## src/rtl/counter_pkg.sv

```systemverilog
// Shared encodings for the up/down counter: direction and boundary-mode values.
package counter_pkg;
  localparam logic DIR_UP    = 1'b1;
  localparam logic DIR_DOWN  = 1'b0;
  localparam logic MODE_WRAP = 1'b0;
  localparam logic MODE_SAT  = 1'b1;
endpackage

```

## src/rtl/mod_updown_counter_step.sv

```systemverilog
// Combinational next-value and terminal-event detection for one enabled counter step.
module count_step
  import counter_pkg::*;
#(
  parameter int WIDTH = 4
) (
  input  logic [WIDTH-1:0] count,
  input  logic             up_dn,
  input  logic             sat,
  input  logic [WIDTH-1:0] mod_max,
  output logic [WIDTH-1:0] next,
  output logic             term
);

  localparam logic [WIDTH-1:0] ONE = {{(WIDTH-1){1'b0}}, 1'b1};

  always_comb begin
    next = count;
    term = 1'b0;
    if (count > mod_max) begin
      // Out of range after a limit change: snap back into range, never terminal.
      next = (up_dn == DIR_UP && sat == MODE_WRAP) ? '0 : mod_max;
    end else if (up_dn == DIR_UP) begin
      if (count == mod_max) begin
        term = 1'b1;
        next = (sat == MODE_SAT) ? mod_max : '0;
      end else begin
        next = count + ONE;
      end
    end else if (up_dn == DIR_DOWN) begin
      if (count == '0) begin
        term = 1'b1;
        next = (sat == MODE_SAT) ? '0 : mod_max;
      end else begin
        next = count - ONE;
      end
    end
  end

endmodule

```

## src/rtl/mod_updown_counter.sv

```systemverilog
// Modulo up/down counter with load, wrap/saturate mode, terminal-count pulse and sticky overflow.
// Fully registered outputs; priority is rst > load > en > hold.
module mod_updown_counter #(
  parameter int          WIDTH     = 4,
  parameter int unsigned RESET_VAL = 0
) (
  input  logic             clk,
  input  logic             rst,
  input  logic             en,
  input  logic             up_dn,
  input  logic             sat,
  input  logic             load,
  input  logic [WIDTH-1:0] load_val,
  input  logic [WIDTH-1:0] mod_max,
  input  logic             clr_ovf,
  output logic [WIDTH-1:0] count,
  output logic             tc,
  output logic             ovf
);

  localparam logic [WIDTH-1:0] RST_COUNT = WIDTH'(RESET_VAL);

  logic [WIDTH-1:0] count_q, count_d;
  logic             tc_q, tc_d;
  logic             ovf_q, ovf_d;
  logic [WIDTH-1:0] step_next;
  logic             step_term;

  count_step #(.WIDTH(WIDTH)) u_step (
    .count   (count_q),
    .up_dn   (up_dn),
    .sat     (sat),
    .mod_max (mod_max),
    .next    (step_next),
    .term    (step_term)
  );

  always_comb begin
    count_d = count_q;
    tc_d    = 1'b0;
    ovf_d   = ovf_q & ~clr_ovf;
    if (load) begin
      count_d = (load_val > mod_max) ? mod_max : load_val;
    end else if (en) begin
      count_d = step_next;
      if (step_term) begin
        // Setting the sticky flag outranks a same-cycle clear.
        tc_d  = 1'b1;
        ovf_d = 1'b1;
      end
    end
  end

  always_ff @(posedge clk) begin
    if (rst) begin
      count_q <= RST_COUNT;
      tc_q    <= 1'b0;
      ovf_q   <= 1'b0;
    end else begin
      count_q <= count_d;
      tc_q    <= tc_d;
      ovf_q   <= ovf_d;
    end
  end

  assign count = count_q;
  assign tc    = tc_q;
  assign ovf   = ovf_q;

endmodule

```

## config.mk

```make
export PLATFORM = sky130hd
export DESIGN_NAME = mod_updown_counter
export DESIGN_NICKNAME = d
export VERILOG_FILES = /design/src/rtl/counter_pkg.sv /design/src/rtl/mod_updown_counter_step.sv /design/src/rtl/mod_updown_counter.sv
export SDC_FILE = /design/constraint.sdc
export NUM_CORES = 1
export LEC_CHECK = 0
export CAP_MARGIN = 15
export CORE_AREA = 2 2 43 45
export CTS_CLUSTER_SIZE = 16
export DETAILED_ROUTE_END_ITERATION = 8
export DIE_AREA = 0 0 45 47
export HOLD_SLACK_MARGIN = 0.1
export PLACE_DENSITY = 0.75
export SLEW_MARGIN = 20
export SYNTH_ARGS = -nofsm -noshare
export SYNTH_HDL_FRONTEND = slang
export SYNTH_SLANG_ARGS = --single-unit
```

## constraint.sdc

```tcl
create_clock -name clk -period 4.3 [get_ports clk]
set_clock_uncertainty 0.05 [all_clocks]
set_input_delay 0.86 -clock clk [delete_from_list [all_inputs] [get_ports clk]]
set_output_delay 0.86 -clock clk [all_outputs]
set_load 0.005 [all_outputs]
```

==> results of run 1 <==
worst max-delay path by stage:
stage | start | end | slack [ns] | cells past startpoint
after floorplan | mod_max[1] | count[0] | 2.02 | 7
after global placement | mod_max[2] | count[3] | 1.10 | 8
after detailed placement | mod_max[2] | count[3] | 1.14 | 8
after CTS | mod_max[2] | count[3] | 1.39 | 8
after global routing | mod_max[2] | count[3] | 1.20 | 8
final | mod_max[2] | count[3] | 1.34 | 8
state kept, by name (all words and copies together), names as in the netlist:
| name | flops |
|---|---|
| count | 4 |
| ovf | 1 |
| tc | 1 |
report_power, final:
part	switching (mW)	internal [mW]
logic	0.0571	0.0603
registers	0.0121	0.0614
clock network	0.0205	0.0316
total	0.0897	0.153
synthesized netlist by cell type (2+ instances only):
| master | instances |
|---|---|
| inv_1 | 11 |
| ha_1 | 10 |
| a211oi_1 | 2 |
| nor2_1 | 5 |
| a21oi_1 | 8 |
| a31oi_1 | 4 |
| nor3b_1 | 2 |
| dfxtp_1 | 6 |
| nand2_1 | 5 |
| or3_1 | 2 |
| nand2b_1 | 2 |
| nand3_1 | 3 |
| o21ai_0 | 4 |
| nor3_1 | 3 |
worst max-delay path, cell delays in order:
cell             delay [ns]
clkdlybuf4s50_1        0.52
inv_1                  0.12
ha_1                   0.37
a21oi_1                0.17
o221ai_1               0.16
a21oi_1                0.41
nor4b_1                0.34
a311o_1                0.16
cells by family (layout without fill, tap and decap cells):
group	after synthesis	after routing	synth area share (%)
AND/OR/NAND/NOR	31	31	24.6
flip-flops	6	6	15.6
buffers and inverters	15	34	9.28
adder cells (fa/ha/maj)	10	10	16.3
XOR/XNOR	2	2	2.28
AO/OA/AOI/OAI	34	34	31.9
stage by stage:
stage,hold WS [ns],utilization (%),power (mW),setup WS [ns]
floorplan,0.414,-,0.150,2.02
global placement,0.410,58.1,0.189,1.10
detailed placement,0.421,58.1,0.190,1.14
CTS,0.427,59.5,0.243,1.39
global route,0.446,59.5,0.263,1.20
finish,0.418,59.5,0.243,1.34
layer usage:
| metal | wire (µm) | vias up | global-route usage, % |
|---|---|---|---|
| li1 | - | 418 | - |
| met1 | 934 | 381 | 27.8 |
| met2 | 983 | 27 | 36.9 |
| met3 | 102 | 0 | 4.62 |
| met4 | 0 | 0 | 1.76 |
| met5 | 0 | - | 0 |
final cells by class:
cell class                      count  area share (%)
Inverter                           11            4.20
Tap cell                           17            2.17
Sequential cell                     6            12.2
Multi-Input combinational cell     77            58.7
Clock buffer                        3            2.29
Timing Repair Buffer               20            20.4
placed cells by master, fill, tap and decap left out, types with 2 or more instances in the layout:
master           Yosys  final
nor3_1               3      3
a21oi_1              8      8
dfxtp_1              6      6
nor3b_1              2      2
nand3_1              3      3
o21ai_0              4      4
clkbuf_4             1      3
or3_1                2      2
a31oi_1              4      4
clkdlybuf4s50_1      0     20
nand2b_1             2      2
nor2_1               5      5
nand2_1              5      5
inv_1               11     11
ha_1                10     10
a211oi_1             2      2
==> impl_metrics.csv, run 1 <==
group,metric,value,unit
run_status,status,"finished, final reports clean",
critical_path,cp_max_fo,5,
detailed_routing,drc,0,
critical_path,start_kind,"input pin",
placement,io_buffers,20,
cells_and_area,multi_input_area,577,µm²
sta,maxSlewViolCount,0,
cells_and_area,stdcell_count,134,
clock_tree,ctsHoldBuffers,0,
clock_tree,cts_root_buffer,"clkbuf_4",
critical_path,end_kind,"register",
synth,syn_inst,98,
synth,syn_area_per_cell,7.84,µm²
critical_path,r2r-end,"count[3]",
synth,syn_nets,123,
synth,synthesis.area,768,µm²
cells_and_area,num_antenna_cells,0,
detailed_routing,routedWlPerCell,15.1,µm
cells_and_area,seqCellArea,120,µm²
power_and_ir_drop,ir_drop,0.000242,V
grt,grt_start_max_net_pins,13,
detailed_routing,drt-initial-drc-count,10,
sta,tightest_slew,0.483,ns
synth,synthFlopType,"dfxtp_1",
grt,grt_pass1_wl,3.19,mm
synth,synth_edf_count,0,
placement,detailed_place_hpwl,1.58,mm
clock_tree,cts_tree,"yes",
detailed_routing,viasPerCell,6.16,
sta,relSlewSlack,67.4,%
grt,grt_overflow_total,0,
job,cap_violations,0,
cells_and_area,syn_to_final_growth,27.9,%
floorplan,start_util,46.5,%
cells_and_area,final_layout_size_suffix_gt1_share,7.69,%
grt,grt_use_total,21.1,%
placement,routabilityCongestion,0.878,
critical_path,required,4.44,ns
clock_tree,clk_pin_slew_worst_paths,0.04,ns
cells_and_area,fillers,173,
hold_path,hp-class,"register to register",
floorplan,die_x,45,µm
floorplan,core,1650,µm²
synth,ys_warn_count,0,
critical_path,r2r_start,"count[2]",
clock_tree,cts_resized,0,
synth,synth_top_area_share,16.3,%
floorplan,ios,21,
sta,rsz0062_at_grt,"false",
clock_tree,numCtsBuffers,3,
clock_tree,htree_levels,1,
critical_path,cp.arrival,3.09,ns
hold_path,worstHoldPathCells,2,
floorplan,dieArea,2120,µm²
power_and_ir_drop,power.density,247,nW/µm²
sta,tns,0,ns
placement,postPlaceCellArea,960,µm²
detailed_routing,detail-route-antenna-nets,0,
clock_tree,postCtsSetupBuffers,0,
hold_path,hold_path_startpoint,"ovf",
synth,synthTopCellsByArea,"ha_1 16%, dfxtp_1 16%, inv_1 5.4%",
clock_tree,clock_sinks,6,
clock_tree,clk_path_buf_depth,2,
power_and_ir_drop,power_leakage,0.394,nW
detailed_routing,routed_wl,2.02,mm
detailed_routing,first_pass_iters,4,
critical_path,crit_type,"input pin to register",
clock_tree,clk_latency,0.25,ns
grt,grt_antenna_before_repair,0,
sta,hold_violations,0,
synth,synth.yosys.seq_area_share,15.6,%
floorplan,die_h,47,µm
synth,ys_types,45,
cells_and_area,final_area,982,µm²
critical_path,r2r_setup_slack,2.04,ns
placement,dp.cells,131,
sta,finalSetupViolCount,0,
sta,fin_crit_sh,68.8,%
critical_path,worstRegToRegCells,6,
synth,synth_top_cell_by_area,"ha_1",
grt,first_global_vias,725,
cells_and_area,nets,144,
sta,period_needed,2.96,ns
detailed_routing,vias,826,
synth,async_reset_ff_share,0,%
floorplan,num_rows,15,
hold_path,min_to,"ovf",
sta,max_freq,338,MHz
synth,ys_ff_latch,6,
(Power assumes the default switching activity.)
==> run 2, diff against run 1 <==
CORE_AREA = 2 2 44 46   (was 2 2 43 45)
DIE_AREA = 0 0 46 48   (was 0 0 45 47)
PLACE_DENSITY = 0.72   (was 0.75)
clock period = 2.96 ns   (was 4.3 ns; I/O delays follow)
==> impl_metrics.csv, run 2 (synthesized netlist as in run 1, its figures left out) <==
group,metric,value,unit
floorplan,dieArea,2210,µm²
clock_tree,clk_pin_slew_worst_paths,0.05,ns
sta,period_needed,2.69,ns
detailed_routing,first_pass_iters,4,
floorplan,core,1690,µm²
sta,tns,0,ns
power_and_ir_drop,ir_drop,0.000225,V
sta,tightest_slew,0.413,ns
detailed_routing,drc,0,
sta,hold_violations,0,
clock_tree,cts_root_buffer,"clkbuf_4",
job,cap_violations,0,
clock_tree,ctsHoldBuffers,0,
cells_and_area,layout_commonest_cell,"clkdlybuf4s50_1",
critical_path,crit_type,"input pin to register",
grt,grt_overflow_total,0,
power_and_ir_drop,power.density,357,nW/µm²
critical_path,start_kind,"input pin",
floorplan,ios,21,
cells_and_area,syn_to_final_growth,28.8,%
clock_tree,cts_resized,0,
grt,first_global_vias,773,
cells_and_area,largest_reg_flops,4,
cells_and_area,seqCellArea,120,µm²
clock_tree,cts_tree,"yes",
cells_and_area,final_layout_size_suffix_gt1_share,8.47,%
placement,detailed_place_hpwl,1.60,mm
critical_path,required,3.10,ns
grt,grt_pass1_wl,3.48,mm
sta,whs,0.432,ns
placement,routabilityCongestion,0.897,
floorplan,start_util,45.5,%
placement,io_buffers,20,
clock_tree,clk_path_buf_depth,2,
grt,grt_start_max_net_pins,13,
cells_and_area,num_antenna_cells,0,
power_and_ir_drop,power_leakage,0.399,nW
cells_and_area,nets,145,
critical_path,end_kind,"register",
detailed_routing,vias,844,
clock_tree,numCtsBuffers,3,
cells_and_area,mostFrequentLayoutCells,"20 x clkdlybuf4s50_1, 11 x inv_1, 10 x ha_1",
detailed_routing,routedWlPerCell,15.1,µm
critical_path,cp_max_fo,5,
clock_tree,postCtsSetupBuffers,0,
clock_tree,clock_sinks,6,
sta,rsz0062_at_grt,"false",
critical_path,cp.arrival,2.83,ns
clock_tree,htree_levels,1,
floorplan,num_rows,15,
cells_and_area,multi_input_area,577,µm²
detailed_routing,drt-initial-drc-count,16,
sta,maxSlewViolCount,0,
floorplan,die_h,48,µm
detailed_routing,routed_wl,2.04,mm
sta,finalSetupViolCount,0,
cells_and_area,fillers,171,
grt,grt_use_total,21.9,%
detailed_routing,detail-route-antenna-nets,0,
grt,grt_antenna_before_repair,0,
sta,max_freq,372,MHz
clock_tree,clk_latency,0.25,ns
hold_path,hp-class,"register to register",
sta,fin_crit_sh,90.8,%
sta,relSlewSlack,72.1,%
run_status,status,"finished, final reports clean",
detailed_routing,viasPerCell,6.25,
floorplan,die_x,46,µm
-- run 2: final cells by class --
type,instances,area share (%)
Timing Repair Buffer,21,21.0
Multi-Input combinational cell,77,58.3
Sequential cell,6,12.1
Clock buffer,3,2.28
Tap cell,17,2.15
Inverter,11,4.17
-- run 2: critical path: stages --
cell and delay, ns:
clkdlybuf4s50_1 0.53, inv_1 0.11, ha_1 0.37, a21oi_1 0.16
o221ai_1 0.16, a21oi_1 0.32, nor4b_1 0.41, a311o_1 0.17
-- run 2: per-layer routing --
layer	GRT usage, %	vias to the layer above	wire [µm]
met2	38.1	28	1010
met1	29.1	402	925
met5	0	-	0
met3	3.40	0	107
li1	-	414	-
met4	3.43	0	0
-- run 2: worst paths after layout --
kind,start,end,slack [ns],cells after the start
max,mod_max[2],count[3],0.27,8
min,ovf,ovf,0.43,2
max reg2reg,count[2],count[3],0.75,6
min reg2reg,ovf,ovf,0.43,2
-- run 2: metrics by stage --
step / instance area [µm²] / setup WS [ns] / utilization, % / cells / power (mW)
after floorplan: 768 / 0.947 / - / 98 / 0.218
after global placement: 967 / 0.0873 / 57.3 / 132 / 0.276
after detailed placement: 967 / 0.0708 / 57.3 / 132 / 0.278
after CTS: 990 / 0.355 / 58.6 / 135 / 0.356
after global routing: 990 / 0.182 / 58.6 / 135 / 0.384
final: 990 / 0.272 / 58.6 / 135 / 0.353
-- run 2: power breakdown --
part	leakage [nW]	internal (mW)	switching [mW]
Combinational	0.335	0.0886	0.0826
Clock	0.0138	0.0459	0.0296
Sequential	0.0493	0.0892	0.0176
Total	0.399	0.224	0.130
==> run 3, diff against run 2 <==
CORE_AREA = 2 2 43 45   (was 2 2 44 46)
CTS_BUF_LIST = sky130_fd_sc_hd__clkbuf_4   (was not set)
DIE_AREA = 0 0 45 47   (was 0 0 46 48)
PLACE_DENSITY = 0.75   (was 0.72)
==> results of run 3 <==
Same layout as run 1 (identical final DEF). Status: finished, final reports clean.
Main changes from that run: setup slack after placement 1.14 ns -> 0.0630 ns; setup slack after layout 1.34 ns -> 0.271 ns; register-to-register setup slack 2.04 ns -> 0.70 ns; total power 0.243 mW -> 0.353 mW; worst IR drop on VDD 0.000242 V -> 0.000351 V
